==> config.mk <==
export PLATFORM = sky130hd
export DESIGN_NAME = ps2_symbol_in
export DESIGN_NICKNAME = d
export VERILOG_FILES = /design/src/rtl/ps2_symbol_in_pkg.sv /design/src/rtl/ps2_symbol_in_frame_rx.sv /design/src/rtl/ps2_symbol_in.sv
export SDC_FILE = /design/constraint.sdc
export NUM_CORES = 1
export LEC_CHECK = 0
export BUFFER_PORTS_ARGS = -buffer_cell sky130_fd_sc_hd__buf_2
export CAP_MARGIN = 25
export CORE_ASPECT_RATIO = 0.9
export CORE_MARGIN = 10
export CORE_UTILIZATION = 60
export DETAILED_ROUTE_END_ITERATION = 12
export HOLD_SLACK_MARGIN = 0.05
export PLACE_DENSITY = 0.74
export SYNTH_ARGS = -nofsm -noshare
export SYNTH_HDL_FRONTEND = slang
export SYNTH_SLANG_ARGS = --single-unit
export TNS_END_PERCENT = 5
==> constraint.sdc <==
create_clock -name clk -period 6.6 [get_ports clk]
set_clock_uncertainty 0.15 [all_clocks]
set_input_delay 0 -clock clk [delete_from_list [all_inputs] [get_ports clk]]
set_output_delay 0 -clock clk [all_outputs]
set_load 0.02 [all_outputs]
==> src/rtl/ps2_symbol_in_pkg.sv <==
// Shared constants and scan-code lookup for the PS/2 symbol front end.
// Translates keyboard make codes into the cipher's 0-35 symbol alphabet.
package ps2_symbol_in_pkg;

   localparam int SYM_W   = 6;
   localparam int POS_W   = 3;
   localparam int SYM_MAX = 35;

   localparam logic [7:0] SC_BREAK = 8'hF0;
   localparam logic [7:0] SC_EXT   = 8'hE0;

   typedef logic [1:0] frame_state_t;
   localparam frame_state_t ST_IDLE   = 2'd0;
   localparam frame_state_t ST_DATA   = 2'd1;
   localparam frame_state_t ST_PARITY = 2'd2;
   localparam frame_state_t ST_STOP   = 2'd3;

   // Returns {hit, symbol}; hit is 0 for codes outside the alphabet.
   function automatic logic [SYM_W:0] scan_to_sym(input logic [7:0] code);
      logic [SYM_W:0] r;
      r = '0;
      case (code)
         8'h45: r = {1'b1, 6'd0};   8'h16: r = {1'b1, 6'd1};
         8'h1E: r = {1'b1, 6'd2};   8'h26: r = {1'b1, 6'd3};
         8'h25: r = {1'b1, 6'd4};   8'h2E: r = {1'b1, 6'd5};
         8'h36: r = {1'b1, 6'd6};   8'h3D: r = {1'b1, 6'd7};
         8'h3E: r = {1'b1, 6'd8};   8'h46: r = {1'b1, 6'd9};
         8'h1C: r = {1'b1, 6'd10};  8'h32: r = {1'b1, 6'd11};
         8'h21: r = {1'b1, 6'd12};  8'h23: r = {1'b1, 6'd13};
         8'h24: r = {1'b1, 6'd14};  8'h2B: r = {1'b1, 6'd15};
         8'h34: r = {1'b1, 6'd16};  8'h33: r = {1'b1, 6'd17};
         8'h43: r = {1'b1, 6'd18};  8'h3B: r = {1'b1, 6'd19};
         8'h42: r = {1'b1, 6'd20};  8'h4B: r = {1'b1, 6'd21};
         8'h3A: r = {1'b1, 6'd22};  8'h31: r = {1'b1, 6'd23};
         8'h44: r = {1'b1, 6'd24};  8'h4D: r = {1'b1, 6'd25};
         8'h15: r = {1'b1, 6'd26};  8'h2D: r = {1'b1, 6'd27};
         8'h1B: r = {1'b1, 6'd28};  8'h2C: r = {1'b1, 6'd29};
         8'h3C: r = {1'b1, 6'd30};  8'h2A: r = {1'b1, 6'd31};
         8'h1D: r = {1'b1, 6'd32};  8'h22: r = {1'b1, 6'd33};
         8'h35: r = {1'b1, 6'd34};  8'h1A: r = {1'b1, 6'd35};
         default: r = '0;
      endcase
      return r;
   endfunction

endpackage

==> src/rtl/ps2_symbol_in_frame_rx.sv <==
// PS/2 frame receiver: synchronizers, ps2_clk glitch filter, 11-bit frame FSM
// and an inactivity timeout that abandons partial frames.
module ps2_frame_rx
   import ps2_symbol_in_pkg::*;
#(
   parameter int FILTER_LEN = 8,
   parameter int TIMEOUT    = 50000
) (
   input  logic         clk,
   input  logic         reset,
   input  logic         ps2_clk,
   input  logic         ps2_data,
   output logic [7:0]   rx_byte,
   output logic         byte_strobe,
   output logic         frame_err,
   output frame_state_t state
);

   localparam int FCW = $clog2(FILTER_LEN + 1);
   localparam int TCW = $clog2(TIMEOUT + 1);

   logic clk_s1_q, clk_s2_q, dat_s1_q, dat_s2_q;
   logic filt_q, filt_d;
   logic [FCW-1:0] fcnt_q, fcnt_d;
   frame_state_t state_q, state_d;
   logic [2:0] bitcnt_q, bitcnt_d;
   logic [7:0] shift_q, shift_d, byte_q, byte_d;
   logic par_ok_q, par_ok_d, strobe_q, strobe_d, err_q, err_d;
   logic [TCW-1:0] tmo_q, tmo_d;
   logic fall;

   // The filtered level only moves after FILTER_LEN samples disagreeing with it in a row.
   always_comb begin
      filt_d = filt_q;
      fcnt_d = fcnt_q;
      if (clk_s2_q == filt_q) begin
         fcnt_d = '0;
      end else if (fcnt_q == FCW'(FILTER_LEN - 1)) begin
         filt_d = clk_s2_q;
         fcnt_d = '0;
      end else begin
         fcnt_d = fcnt_q + 1'b1;
      end
      fall = filt_q & ~filt_d;
   end

   always_comb begin
      state_d  = state_q;
      bitcnt_d = bitcnt_q;
      shift_d  = shift_q;
      par_ok_d = par_ok_q;
      byte_d   = byte_q;
      tmo_d    = tmo_q;
      strobe_d = 1'b0;
      err_d    = 1'b0;
      if (state_q == ST_IDLE || fall) begin
         tmo_d = '0;
      end else if (tmo_q == TCW'(TIMEOUT - 1)) begin
         state_d = ST_IDLE;
         tmo_d   = '0;
      end else begin
         tmo_d = tmo_q + 1'b1;
      end
      if (fall) begin
         case (state_q)
            ST_IDLE: begin
               if (!dat_s2_q) begin
                  state_d  = ST_DATA;
                  bitcnt_d = '0;
               end
            end
            ST_DATA: begin
               shift_d  = {dat_s2_q, shift_q[7:1]};
               bitcnt_d = bitcnt_q + 1'b1;
               if (bitcnt_q == 3'd7) state_d = ST_PARITY;
            end
            ST_PARITY: begin
               par_ok_d = ^{shift_q, dat_s2_q};
               state_d  = ST_STOP;
            end
            default: begin
               if (dat_s2_q && par_ok_q) begin
                  byte_d   = shift_q;
                  strobe_d = 1'b1;
               end else begin
                  err_d = 1'b1;
               end
               state_d = ST_IDLE;
            end
         endcase
      end
   end

   always_ff @(posedge clk or posedge reset) begin
      if (reset) begin
         clk_s1_q <= 1'b1;
         clk_s2_q <= 1'b1;
         dat_s1_q <= 1'b1;
         dat_s2_q <= 1'b1;
         filt_q   <= 1'b1;
         fcnt_q   <= '0;
         state_q  <= ST_IDLE;
         bitcnt_q <= '0;
         shift_q  <= '0;
         par_ok_q <= 1'b0;
         byte_q   <= '0;
         tmo_q    <= '0;
         strobe_q <= 1'b0;
         err_q    <= 1'b0;
      end else begin
         clk_s1_q <= ps2_clk;
         clk_s2_q <= clk_s1_q;
         dat_s1_q <= ps2_data;
         dat_s2_q <= dat_s1_q;
         filt_q   <= filt_d;
         fcnt_q   <= fcnt_d;
         state_q  <= state_d;
         bitcnt_q <= bitcnt_d;
         shift_q  <= shift_d;
         par_ok_q <= par_ok_d;
         byte_q   <= byte_d;
         tmo_q    <= tmo_d;
         strobe_q <= strobe_d;
         err_q    <= err_d;
      end
   end

   assign rx_byte     = byte_q;
   assign byte_strobe = strobe_q;
   assign frame_err   = err_q;
   assign state       = state_q;

endmodule

==> src/rtl/ps2_symbol_in.sv <==
// Keyboard-to-cipher front end: decodes PS/2 make codes into symbols and
// advances the character position counter once per accepted symbol.
module ps2_symbol_in
   import ps2_symbol_in_pkg::*;
#(
   parameter int FILTER_LEN = 8,
   parameter int TIMEOUT    = 50000
) (
   input  logic             clk,
   input  logic             reset,
   input  logic             ps2_clk,
   input  logic             ps2_data,
   output logic [SYM_W-1:0] sym,
   output logic [POS_W-1:0] pos,
   output logic             sym_valid,
   output logic             frame_err,
   output logic [1:0]       dbg_state
);

   logic [7:0] rx_byte;
   logic       rx_strobe;
   logic [SYM_W:0] map;
   logic brk_q, brk_d, ext_q, ext_d, valid_q, valid_d;
   logic [SYM_W-1:0] sym_q, sym_d;
   logic [POS_W-1:0] pos_q, pos_d;

   ps2_frame_rx #(
      .FILTER_LEN (FILTER_LEN),
      .TIMEOUT    (TIMEOUT)
   ) u_rx (
      .clk         (clk),
      .reset       (reset),
      .ps2_clk     (ps2_clk),
      .ps2_data    (ps2_data),
      .rx_byte     (rx_byte),
      .byte_strobe (rx_strobe),
      .frame_err   (frame_err),
      .state       (dbg_state)
   );

   // A pending break swallows the next byte and any extended prefix with it.
   always_comb begin
      brk_d   = brk_q;
      ext_d   = ext_q;
      sym_d   = sym_q;
      pos_d   = pos_q;
      valid_d = 1'b0;
      map     = scan_to_sym(rx_byte);
      if (rx_strobe) begin
         if (rx_byte == SC_BREAK) begin
            brk_d = 1'b1;
         end else if (brk_q) begin
            brk_d = 1'b0;
            ext_d = 1'b0;
         end else if (rx_byte == SC_EXT) begin
            ext_d = 1'b1;
         end else if (ext_q) begin
            ext_d = 1'b0;
         end else if (map[SYM_W]) begin
            sym_d   = map[SYM_W-1:0];
            pos_d   = pos_q + 1'b1;
            valid_d = 1'b1;
         end
      end
   end

   always_ff @(posedge clk or posedge reset) begin
      if (reset) begin
         brk_q   <= 1'b0;
         ext_q   <= 1'b0;
         sym_q   <= '0;
         pos_q   <= '0;
         valid_q <= 1'b0;
      end else begin
         brk_q   <= brk_d;
         ext_q   <= ext_d;
         sym_q   <= sym_d;
         pos_q   <= pos_d;
         valid_q <= valid_d;
      end
   end

   assign sym       = sym_q;
   assign pos       = pos_q;
   assign sym_valid = valid_q;

endmodule

==> run summary <==
final antenna-violating net count: 0
Post-DP Area: 3410 sq um
crit share post-route: 39.2%
RSZ-0062 raised after global routing: false
Crit path required time: 6670 ps
Finished Layout Cells: 414
1st-iter DRT viols: 261
initial antenna violation count: 0
cell area after layout: 3590 sq um
worst r2r src: u_rx.rx_byte[3]
total wire length: 6180 um
IO Pins: 17
Cells after DPL: 395
final setup violation count: 0
Die H: 90.4 um
Overall Global Routing Usage: 14.6%
Final min period: 2590 ps
status: complete, no violations
Setup Fix Bufs, Post-CTS: 0
commonest cells after routing, fill and taps aside: 56 x dfrtp_1, 35 x nor2_1, 24 x nand2_1
Worst Hold Slack: 153 ps
H-tree Lvls: 3
CP max stage cell: dfrtp_1
Hold Path End: u_rx.clk_s1_q
pwr dens: 197 nW/um^2
# nets final: 357
# resized after CTS: 0
largest net degree at the start of global routing: 62
Worst-Margin Slew: 996 ps
routed length per placed instance: 14.9 um
Post-Syn Area: 3310 sq um
Peak Freq: 387 MHz
Synth Net Count: 341
first-pass GRT wire length: 10900 um
die width: 98.2 um
hold depth: 2
max-cap check violation count: 0
Setup crit start kind: flip-flop
Worst setup startpoint: u_rx.rx_byte[3]
clock slew at reported path FFs: 70 ps
crit path kind: flip-flop to flip-flop
Initial Util: 62.5%
Post-Route Utilization: 68.0%
Bufs and invs on worst path: 0
First-pass DRT Iterations: 4
Post-synth EDFFs: 0
worst flop-to-flop path endpoint: pos[1]
crit-path max FO: 35
commonest non-fill, non-tap cell in the layout: dfrtp_1
crit path DAT: 2650 ps
Max clock buf depth: 2
# clock sinks: 61
slowest cell delay on critical path: 1000 ps
total number of vias: 2407
min-delay src: ps2_clk
Leak: 1.63 nW
vias per cell: 5.81
Yosys warnings: 0
Cell Chain, Critical Path: or2_2 -> a21oi_1 -> o311a_1 -> nor2_4 -> mux2_1
hold crit path type: input pin to flip-flop
Ant. Diodes: 0
fraction of registers with async set/reset: 100%
Final Hold Viols: 0
CP endpoint kind: flip-flop
Post-Syn Instances: 326
IO Port Bufs: 16
Die Area: 8880 sq um
Reg2Reg Depth: 5
Synth Flop Type: dfrtp_1
RePlAce Congestion: 0.943
Core Region: 5290 sq um
Clock Root Buffer: clkbuf_8
synthesized flop and latch total: 61
Remaining Overflow, GRT: 0
clock network latency to the later pin of the worst-skew pair: 340 ps
worst reg2reg setup slack: 4010 ps
cell family with most CP delay: flip-flops
Slew Limit Fails: 0
share of layout cells above drive strength 1: 17.9%
vias in the first global route: 2302
worst vdd ir: 199 uV
DP HPWL: 4360 um
row count: 25
DRC: 0
Mean Syn Cell Area: 10.1 sq um
slew margin rel.: 33.6%
TritonCTS clock tree: done
total negative slack: 0 ps
Area Overhead vs Synth: 8.74%
CTS Buf Count: 9
sequential element share of the synthesized area: 46.4%
synth unique cells: 59
# hold bufs at CTS: 3
per-stage QoR:
| stage | power [mW] | worst slack, ps |
|---|---|---|
| finish | 0.707 | 4010 |
| global route | 0.739 | 3890 |
| CTS | 0.716 | 4040 |
| detailed placement | 0.437 | 4040 |
| global placement | 0.436 | 4110 |
| floorplan | 0.428 | 4500 |
where the power goes:
group	internal (mW)	total (mW)	leakage [nW]	switching, mW
registers	0.388	0.396	0.833	0.00821
clock network	0.134	0.276	0.0829	0.143
logic	0.0156	0.0342	0.719	0.0186
total	0.537	0.707	1.63	0.169
metal layers:
layer | GRT usage, % | vias up | wire, um
met5 | 0 | - | 0
met4 | 6.21 | 0 | 89
met3 | 4.51 | 11 | 318
met2 | 21.5 | 52 | 2800
met1 | 19.2 | 1177 | 2980
li1 | - | 1167 | -
sequential cells by signal (all words and copies together), names as in the netlist, 2 cells and up:
signal and count:
pos 3, sym 6, u_rx.bitcnt_q 3, u_rx.fcnt_q 4
u_rx.rx_byte 8, u_rx.shift_q 8, u_rx.state 2, u_rx.tmo_q 16
layout make-up:
type | count | area, sq um
clock inverter | 5 | 27.5
timing repair buffer | 21 | 125
multi-input combinational | 236 | 1650
clock buffer | 11 | 131
fill | 418 | 1690
sequential | 61 | 1530
tap | 67 | 83.8
inverter | 13 | 48.8
cells in the mapped netlist, drive strengths merged (2+ instances only):
cell / instances / share of area, %
a211o: 2 / 0.53
a211oi: 3 / 0.68
a21oi: 12 / 1.8
a22o: 2 / 0.53
a31oi: 2 / 0.38
and2: 3 / 0.57
and3: 3 / 0.57
and4: 2 / 0.53
buf: 11 / 1.8
clkbuf: 5 / 0.57
dfrtp: 56 / 42
dfstp: 5 / 4.0
ha: 11 / 4.2
inv: 13 / 1.5
mux2: 23 / 7.8
mux2i: 2 / 0.61
nand2: 24 / 2.7
nand2b: 6 / 1.1
nand3: 9 / 1.4
nand4: 7 / 1.3
nor2: 36 / 4.3
nor2b: 6 / 1.1
nor3: 8 / 1.6
nor3b: 2 / 0.61
o211a: 3 / 0.91
o211ai: 2 / 0.45
o21ai: 17 / 2.6
o31ai: 2 / 0.45
xnor2: 17 / 4.5
xor2: 11 / 2.9
cell families (layout without fill, tap and decap cells):
logic type / after synthesis / after routing / synth area share, %
simple gates: 113 / 113 / 17.6
fa+ha+maj: 11 / 11 / 4.16
buf+inv: 29 / 50 / 3.86
xor+xnor: 28 / 28 / 7.42
compound gates: 59 / 59 / 12.1
flops: 61 / 61 / 46.4
mux: 25 / 25 / 8.44
worst register-to-register path: stages, from the launching register on:
cell and delay [ps]:
dfrtp_1 1000, or2_2 260, a21oi_1 60, o311a_1 360, nor2_4 260, mux2_1 370
worst max-delay path by stage:
stage	endpoint	slack, ps	depth (start not counted)
3_5_place_dp	pos[1]	4040	5
5_1_grt	sym[5]	3890	5
2_1_floorplan	pos[1]	4500	7
6_report	pos[1]	4010	5
4_1_cts	pos[1]	4040	5
3_3_place_gp	pos[1]	4110	5
Note: power is estimated with default switching activity, not from simulation.
